[config.mk]
export PLATFORM = sky130hd
export DESIGN_NAME = acq_scheduler
export DESIGN_NICKNAME = d
export VERILOG_FILES = /design/src/rtl/acq_scheduler.sv
export SDC_FILE = /design/constraint.sdc
export NUM_CORES = 1
export LEC_CHECK = 0
export CORE_MARGIN = 2
export CORE_UTILIZATION = 55
export CTS_CLUSTER_SIZE = 16
export DETAILED_ROUTE_END_ITERATION = 10
export GPL_ROUTABILITY_DRIVEN = 0
export HOLD_SLACK_MARGIN = 0.03
export MAX_ROUTING_LAYER = met4
export PLACE_DENSITY_LB_ADDON = 0.25
export SETUP_SLACK_MARGIN = 0.5
export SYNTH_ARGS = -nofsm -noshare
export SYNTH_HDL_FRONTEND = slang
export SYNTH_SLANG_ARGS = --single-unit
export TNS_END_PERCENT = 20
[constraint.sdc]
create_clock -name clk -period 6.95 [get_ports clk]
set_input_delay 1.39 -clock clk [delete_from_list [all_inputs] [get_ports clk]]
set_output_delay 1.39 -clock clk [all_outputs]
set_load 0.02 [all_outputs]
[src/rtl/acq_scheduler.sv]
`default_nettype none
// ============================================================================
// Module  : acq_scheduler
// Brief   : Serial-search C/A acquisition sequencer (sat x half-chip phase).
//           Optional macro ACQ_PEAK_SEARCH_EN: lock on strongest crossing per sat.
// Rev     : 1.0
// ============================================================================
module acq_scheduler #(
    parameter int DWELL_EPOCHS = 4,
    parameter int ACC_W        = 16,
    parameter int NPHASE       = 2046,
    parameter int PH_W         = 11,
    parameter int SAT_FIRST    = 0,
    parameter int SAT_LAST     = 31
) (
    input  logic             clk,
    input  logic             rst,
    input  logic             start,
    input  logic             abort,
    input  logic             epoch,
    input  logic             corr_valid,
    input  logic [11:0]      corr_mag,
    input  logic [ACC_W-1:0] threshold,
    output logic [4:0]       sat,
    output logic             dither,
    output logic             slip,
    output logic             gen_rst,
    output logic             busy,
    output logic             lock,
    output logic [4:0]       lock_sat,
    output logic [PH_W-1:0]  lock_phase,
    output logic [ACC_W-1:0] lock_mag,
    output logic             done_nolock
);
    localparam int              c_ec_w      = (DWELL_EPOCHS < 2) ? 1 : $clog2(DWELL_EPOCHS);
    localparam int              c_sum_w     = ((ACC_W > 12) ? ACC_W : 12) + 1;
    localparam logic [c_ec_w-1:0] c_ep_last = c_ec_w'(DWELL_EPOCHS - 1);
    localparam logic [ACC_W-1:0] c_acc_max  = {ACC_W{1'b1}};
    localparam logic [PH_W-1:0]  c_ph_last  = PH_W'(NPHASE - 1);
    localparam logic [4:0]       c_sat_first = 5'(SAT_FIRST);
    localparam logic [4:0]       c_sat_last  = 5'(SAT_LAST);

    typedef enum logic [3:0] {
        S_IDLE, S_GENRST, S_SYNC, S_DWELL, S_EVAL, S_STEP, S_NEXTSAT, S_LOCKED, S_DONE
    } state_t;

    state_t              r_state, w_state_nxt;
    logic                r_epoch_d;
    logic [c_ec_w-1:0]   r_ecnt, w_ecnt_nxt;
    logic [ACC_W-1:0]    r_acc, w_acc_nxt, w_acc_inc;
    logic [PH_W-1:0]     r_phase, w_phase_nxt, w_ph_inc;
    logic [4:0]          r_sat, w_sat_nxt;
    logic                r_dither, w_dither_nxt;
    logic                r_slip, w_slip_nxt;
    logic                r_gen_rst, w_gen_rst_nxt;
    logic                r_busy, w_busy_nxt;
    logic                r_lock, w_lock_nxt;
    logic                r_done, w_done_nxt;
    logic [4:0]          r_lock_sat, w_lock_sat_nxt;
    logic [PH_W-1:0]     r_lock_phase, w_lock_phase_nxt;
    logic [ACC_W-1:0]    r_lock_mag, w_lock_mag_nxt;
    logic [c_sum_w-1:0]  w_sum;
    logic                w_ep_edge, w_hit, w_last_ph;
`ifdef ACQ_PEAK_SEARCH_EN
    logic                r_pk_found, w_pk_found_nxt, w_better;
    logic [ACC_W-1:0]    r_pk_mag, w_pk_mag_nxt;
    logic [PH_W-1:0]     r_pk_phase, w_pk_phase_nxt;
`endif

    always_comb begin
        w_ep_edge = epoch & ~r_epoch_d;
        w_sum     = c_sum_w'(r_acc) + c_sum_w'(corr_mag);
        w_acc_inc = (w_sum > c_sum_w'(c_acc_max)) ? c_acc_max : w_sum[ACC_W-1:0];
        w_hit     = (r_acc >= threshold);
        w_last_ph = (r_phase == c_ph_last);
        w_ph_inc  = r_phase + PH_W'(1);

        w_state_nxt      = r_state;
        w_ecnt_nxt       = r_ecnt;
        w_acc_nxt        = r_acc;
        w_phase_nxt      = r_phase;
        w_sat_nxt        = r_sat;
        w_dither_nxt     = r_dither;
        w_busy_nxt       = r_busy;
        w_lock_nxt       = r_lock;
        w_done_nxt       = r_done;
        w_lock_sat_nxt   = r_lock_sat;
        w_lock_phase_nxt = r_lock_phase;
        w_lock_mag_nxt   = r_lock_mag;
`ifdef ACQ_PEAK_SEARCH_EN
        // Ties keep the earlier phase: only a strictly larger crossing replaces.
        w_better       = w_hit && (!r_pk_found || (r_acc > r_pk_mag));
        w_pk_found_nxt = r_pk_found;
        w_pk_mag_nxt   = r_pk_mag;
        w_pk_phase_nxt = r_pk_phase;
`endif

        case (r_state)
            S_IDLE, S_LOCKED, S_DONE: begin
                if (start) begin
                    w_sat_nxt    = c_sat_first;
                    w_phase_nxt  = '0;
                    w_dither_nxt = 1'b0;
                    w_lock_nxt   = 1'b0;
                    w_done_nxt   = 1'b0;
                    w_busy_nxt   = 1'b1;
                    w_state_nxt  = S_GENRST;
                end
            end
            S_GENRST: begin
`ifdef ACQ_PEAK_SEARCH_EN
                w_pk_found_nxt = 1'b0;
`endif
                w_state_nxt = S_SYNC;
            end
            S_SYNC: begin
                // Hold the integrator clear until an epoch boundary so a partial epoch never counts.
                w_acc_nxt  = '0;
                w_ecnt_nxt = '0;
                if (w_ep_edge) w_state_nxt = S_DWELL;
            end
            S_DWELL: begin
                if (corr_valid) w_acc_nxt = w_acc_inc;
                if (w_ep_edge) begin
                    if (r_ecnt == c_ep_last) w_state_nxt = S_EVAL;
                    else                     w_ecnt_nxt  = r_ecnt + c_ec_w'(1);
                end
            end
            S_EVAL: begin
`ifdef ACQ_PEAK_SEARCH_EN
                if (w_better) begin
                    w_pk_found_nxt = 1'b1;
                    w_pk_mag_nxt   = r_acc;
                    w_pk_phase_nxt = r_phase;
                end
                if (w_last_ph && (w_better || r_pk_found)) begin
                    w_state_nxt      = S_LOCKED;
                    w_lock_nxt       = 1'b1;
                    w_busy_nxt       = 1'b0;
                    w_lock_sat_nxt   = r_sat;
                    w_lock_phase_nxt = w_better ? r_phase : r_pk_phase;
                    w_lock_mag_nxt   = w_better ? r_acc : r_pk_mag;
                end else begin
                    w_state_nxt = S_STEP;
                end
`else
                if (w_hit) begin
                    w_state_nxt      = S_LOCKED;
                    w_lock_nxt       = 1'b1;
                    w_busy_nxt       = 1'b0;
                    w_lock_sat_nxt   = r_sat;
                    w_lock_phase_nxt = r_phase;
                    w_lock_mag_nxt   = r_acc;
                end else begin
                    w_state_nxt = S_STEP;
                end
`endif
            end
            S_STEP: begin
                if (w_last_ph) begin
                    w_state_nxt = S_NEXTSAT;
                end else begin
                    w_phase_nxt  = w_ph_inc;
                    w_dither_nxt = w_ph_inc[0];
                    w_state_nxt  = S_SYNC;
                end
            end
            S_NEXTSAT: begin
                if (r_sat == c_sat_last) begin
                    w_done_nxt  = 1'b1;
                    w_busy_nxt  = 1'b0;
                    w_state_nxt = S_DONE;
                end else begin
                    w_sat_nxt    = r_sat + 5'd1;
                    w_phase_nxt  = '0;
                    w_dither_nxt = 1'b0;
                    w_state_nxt  = S_GENRST;
                end
            end
            default: w_state_nxt = S_IDLE;
        endcase

        // Slip is raised for the whole STEP cycle whenever the step lands on a whole-chip phase.
        w_slip_nxt    = (r_state == S_EVAL) && (w_state_nxt == S_STEP) && !w_last_ph && r_phase[0];
        w_gen_rst_nxt = (w_state_nxt == S_GENRST);

        if (abort) begin
            w_state_nxt   = S_IDLE;
            w_busy_nxt    = 1'b0;
            w_lock_nxt    = 1'b0;
            w_done_nxt    = 1'b0;
            w_slip_nxt    = 1'b0;
            w_gen_rst_nxt = 1'b0;
        end
    end

    always_ff @(posedge clk or posedge rst) begin
        if (rst) begin
            r_state      <= S_IDLE;
            r_epoch_d    <= 1'b0;
            r_ecnt       <= '0;
            r_acc        <= '0;
            r_phase      <= '0;
            r_sat        <= c_sat_first;
            r_dither     <= 1'b0;
            r_slip       <= 1'b0;
            r_gen_rst    <= 1'b0;
            r_busy       <= 1'b0;
            r_lock       <= 1'b0;
            r_done       <= 1'b0;
            r_lock_sat   <= '0;
            r_lock_phase <= '0;
            r_lock_mag   <= '0;
`ifdef ACQ_PEAK_SEARCH_EN
            r_pk_found   <= 1'b0;
            r_pk_mag     <= '0;
            r_pk_phase   <= '0;
`endif
        end else begin
            r_state      <= w_state_nxt;
            r_epoch_d    <= epoch;
            r_ecnt       <= w_ecnt_nxt;
            r_acc        <= w_acc_nxt;
            r_phase      <= w_phase_nxt;
            r_sat        <= w_sat_nxt;
            r_dither     <= w_dither_nxt;
            r_slip       <= w_slip_nxt;
            r_gen_rst    <= w_gen_rst_nxt;
            r_busy       <= w_busy_nxt;
            r_lock       <= w_lock_nxt;
            r_done       <= w_done_nxt;
            r_lock_sat   <= w_lock_sat_nxt;
            r_lock_phase <= w_lock_phase_nxt;
            r_lock_mag   <= w_lock_mag_nxt;
`ifdef ACQ_PEAK_SEARCH_EN
            r_pk_found   <= w_pk_found_nxt;
            r_pk_mag     <= w_pk_mag_nxt;
            r_pk_phase   <= w_pk_phase_nxt;
`endif
        end
    end

    assign sat         = r_sat;
    assign dither      = r_dither;
    assign slip        = r_slip;
    assign gen_rst     = r_gen_rst;
    assign busy        = r_busy;
    assign lock        = r_lock;
    assign done_nolock = r_done;
    assign lock_sat    = r_lock_sat;
    assign lock_phase  = r_lock_phase;
    assign lock_mag    = r_lock_mag;

endmodule
`default_nettype wire
# [Yosys cells after proc, flatten, opt, wreduce, memory -nomap -nowiden]
# Index checks and enable logic that the tools add are counted.
[op_classes] n_eq_ne=22 n_mux=39 n_reduce_logical=20 bitwise=2 magnitude_cmp=2 addsub=4
[ops] operator="2-to-1 mux 11 bit" n=3
[ops] operator="one-hot mux 11 bit (3 select lines)" n=1
[ops] operator="2-to-1 mux 16 bit" n=2
[ops] operator="one-hot mux 16 bit (2 select lines)" n=1
[ops] operator="one-hot mux 4 bit (7 select lines)" n=1
[ops] operator="2-to-1 mux 4 bit" n=6
[ops] operator="== test 4 x 3 -> 1 bit (second input constant)" n=5
[ops] operator="adder 16 x 12 -> 17 bit" n=1
[ops] operator="greater-than comparator 17 x 16 -> 1 bit (second input constant)" n=1
[ops] operator=">= comparator 16 bit" n=1
[ops] operator="2-to-1 mux 1 bit" n=13
[ops] operator="!= test 2 bit (second input constant)" n=6
[ops] operator="AND reduction 3 bit" n=4
[ops] operator="adder 11 x 1 -> 11 bit (second input constant)" n=1
[ops] operator="== test 11 bit (second input constant)" n=1
[ops] operator="2-to-1 mux 5 bit" n=2
[ops] operator="one-hot mux 5 bit (2 select lines)" n=1
[ops] operator="!= test 3 bit (second input constant)" n=3
[ops] operator="nonzero test 3 bit" n=3
[ops] operator="== test 4 x 1 -> 1 bit (second input constant)" n=2
[ops] operator="== test 4 x 2 -> 1 bit (second input constant)" n=2
[ops] operator="AND reduction 4 bit" n=2
[ops] operator="2-to-1 mux 2 bit" n=3
[ops] operator="one-hot mux 1 bit (3 select lines)" n=2
[ops] operator="other kinds (17)" n=22
[word_totals] output_inout_bits=43 regBits=77 word_cells=104

# [Longest topological paths before layout]
[depth] word_depth=9 ltp_mapped=10 depth_no_buf=9

# [Worst setup path before layout]
# OpenSTA, ideal clock, no wires.
[synth_timing] kind="input -> register" from="input port threshold[0]" to="register r_lock_mag[0] (netlist: lock_mag[0])" path_stages=9 slack_ns=3.643 t_arrival_ns=3.181 path_cell_list="ha_1 > nand2b_1 > a2111o_1 > a211oi_2 > a21oi_2 > and2_4 > buf_6 > buf_12 > mux2_4"
[synth_via] elab_chain_len=2
[synth_lines] item="start: declaration" line="23" text="input logic [ACC_W-1:0] threshold,"
[synth_lines] item=">= comparator 16 bit" line="74" text="w_hit = (r_acc >= threshold);"
[synth_lines] item="AND reduction 2 bit (no line)"
[synth_lines] item="end signal: assignment" line="234" text="r_lock_mag <= w_lock_mag_nxt;"
[synth_lines] item="end: declaration" line="61" text="logic [ACC_W-1:0] r_lock_mag, w_lock_mag_nxt;"
# No other way between the ends.
# A chain may end at the register's enable or synchronous reset.

# [Worst setup path after layout]
[layout_timing] from="input port threshold[10]" to="register r_lock_phase[4] (netlist: lock_phase[4])"
[layout_via] elab_chain_len=2
[layout_lines] item=">= comparator 16 bit" line="74"
[layout_lines] item="AND reduction 2 bit (no line)"
[layout_lines] item="end signal: assignment" line="233" text="r_lock_phase <= w_lock_phase_nxt;"
[layout_lines] item="end: declaration" line="60" text="logic [PH_W-1:0] r_lock_phase, w_lock_phase_nxt;"
# No other way between the ends.

==> metrics.txt <==
sequential share of the synthesized area 41.6%; top cell type by total area after synthesis dfrtp_1; post-CTS setup buffer count 0; maximum vdd drop 0.112 mV; root buf cell clkbuf_8; final slew viol count 0; vias 3559; synthesis-stage register bit count 76; Yosys top cell area share 41.6%; most frequent cell after synthesis dfrtp_1; Worst Max-Slew Pin Slew 1.02 ns; worst-skew pair later-pin latency 0.35 ns; hold path startpoint lock_phase[4]; Worst Setup Path Type primary input to flip-flop; fillers 623; number of synthesized flops with an enable pin 0; Worst-path clk slew 0.08 ns; CP Launch Type primary input; placed cells 604; CTS tree done; Multi-input gate area 2420 um^2; core outline area 8130 um^2; slew margin rel. 31.9%; 1st-iter DRT viols 193; worst setup path start threshold[10]; worst hold endpoint lock_phase[4]; initial antenna violation count 0; CTS Hold Bufs 0; max cap viols 0; Antenna Nets Post-Route 0; Mapped Area 4570 um^2; status finished, final reports clean; fin crit period 3.87 ns; Critical Path RT 7.18 ns; gr ovfl total 0; largest net degree at the start of global routing 77; DRT Pass-1 Iters 4; P&R area growth vs syn 20.8%; CTS H-tree depth 3; Die Area 9050 um^2; pwr dens 189 nW/um^2; hpwl dp 7370 um; count of different cell masters after synthesis 61; number of setup violations in the final report 0; Lkg Pwr 2.55 nW; Synth area leaders dfrtp_1 (42%), mux2_4 (9.9%), ha_1 (9.0%), a21oi_1 (4.7%), xor2_1 (2.5%); CP Max Fanout 32; DRC Markers 0; Final period util 55.7%; WP data arrival 4.11 ns; Routed WL 10100 um; R2R Setup Slk 4.12 ns; count of final hold-check violations 0; Main synth FF type dfrtp_1; layout cells sized above 1 10.7%; register area 1900 um^2; Cells after Synth 440; wire per inst 16.2 um; Initial Utilization 56.1%; path depth of the worst reg2reg path 9; worst reg2reg endpoint r_phase[9]; Layout Utilization 67.8%; reg2reg start sat[0]; mean post-synth cell area 10.4 um^2; Resize count post-CTS 0; fin cells 620; fin nets 578; fin area 5520 um^2; CTS sink count 76; GRT Total Usage 24.6%; Worst Skew 0.0104 ns; hold slack 0.515 ns; chip height 95.1 um; Final TNS setup 0 ns; fmax 258 MHz; unrepaired setup endpoints after global routing false; Top Ports 77; YS warnings 0; Std-Cell Rows 33; syn_nets 508; WHS Path Cells 1; CTS Buffer Depth 2; asr flop ratio synth 100%; Area after DPL 5340 um^2; number of global-route vias before repair 3528; Die Span X 95.1 um; Port Buffers 76; total CTS buffers 9; first-pass GRT wire length 16800 um; n_diodes 0; Worst setup EP type flip-flop; worst min path class flip-flop to flip-flop; Commonest cells post-synth dfrtp_1 (76), a21oi_1 (43), ha_1 (33); Via density 5.74
==> metrics by stage <==
| step | power (mW) | setup WS (ns) |
|---|---|---|
| global route | 1.10 | 2.90 |
| finish | 1.04 | 3.08 |
| CTS | 1.05 | 3.12 |
| global placement | 0.731 | 2.80 |
| detailed placement | 0.741 | 2.75 |
| floorplan | 0.669 | 3.62 |
==> cell families (layout without fill, tap and decap cells) <==
| group | count (synthesis) | in the layout | synth area share, % |
|---|---|---|---|
| mux | 37 | 37 | 11.5 |
| simple gates | 118 | 118 | 14.0 |
| fa+ha+maj | 34 | 34 | 9.48 |
| xor+xnor | 16 | 16 | 3.07 |
| flops | 76 | 76 | 41.6 |
| compound gates | 111 | 111 | 15.0 |
| buf+inv | 48 | 123 | 5.26 |
==> area by class of cell <==
class / count / area share, %
Sequential cell: 76 / 34.5
Inverter: 30 / 2.04
Clock buffer: 10 / 2.50
Clock inverter: 6 / 0.703
Multi-Input combinational cell: 316 / 44.0
Timing Repair Buffer: 77 / 13.9
Tap cell: 105 / 2.38
==> state kept, by name, summed over array words and instances (netlist names), 2 cells and up <==
name        flops
sat             5
lock_sat        5
lock_phase     11
r_acc          16
r_phase        11
lock_mag       16
r_ecnt          2
r_state         4
==> layer usage <==
| layer | track usage [%] | vias up | wire length, um | share of wire [%] |
|---|---|---|---|---|
| li1 | - | 1739 | - | - |
| met2 | 36.5 | 87 | 4640 | 46 |
| met3 | 5.14 | 10 | 453 | 4.5 |
| met5 | - | - | 0 | 0 |
| met4 | 6.52 | 0 | 106 | 1.1 |
| met1 | 34.6 | 1723 | 4880 | 48 |
==> power by group <==
group	switching, mW	internal (mW)	total [mW]
Clock	0.169	0.139	0.307
Combinational	0.140	0.109	0.248
Sequential	0.0286	0.460	0.489
==> worst max-delay path by stage <==
stage	endpoint	slack [ns]
global placement	lock_phase[4]	2.80
detailed placement	lock_phase[3]	2.75
floorplan	busy	3.62
finish	lock_phase[4]	3.08
CTS	lock_phase[4]	3.12
global route	lock_phase[4]	2.90
==> worst max-delay path, stage by stage <==
cell             delay (ns)
clkdlybuf4s50_1        0.45
inv_1                  0.04
ha_1                   0.31
and4_1                 0.26
nor4b_1                0.33
a211oi_2               0.14
a21oi_2                0.22
and2_4                 0.57
mux2_1                 0.38
==> cell usage in the layout, fill, tap and decap left out, types with 5 or more instances in the layout <==
| cell type | n |
|---|---|
| a21o_1 | 6 |
| a21oi_1 | 43 |
| a31oi_1 | 12 |
| and2_1 | 6 |
| clkbuf_8 | 10 |
| clkdlybuf4s50_1 | 76 |
| dfrtp_1 | 76 |
| ha_1 | 33 |
| inv_1 | 29 |
| mux2_4 | 30 |
| nand2_1 | 22 |
| nand2b_1 | 10 |
| nand3_1 | 9 |
| nand4_1 | 10 |
| nor2_1 | 21 |
| nor2b_1 | 5 |
| nor3_1 | 11 |
| o21ai_0 | 17 |
| xor2_1 | 13 |
Note: power is estimated with default switching activity, not from simulation.
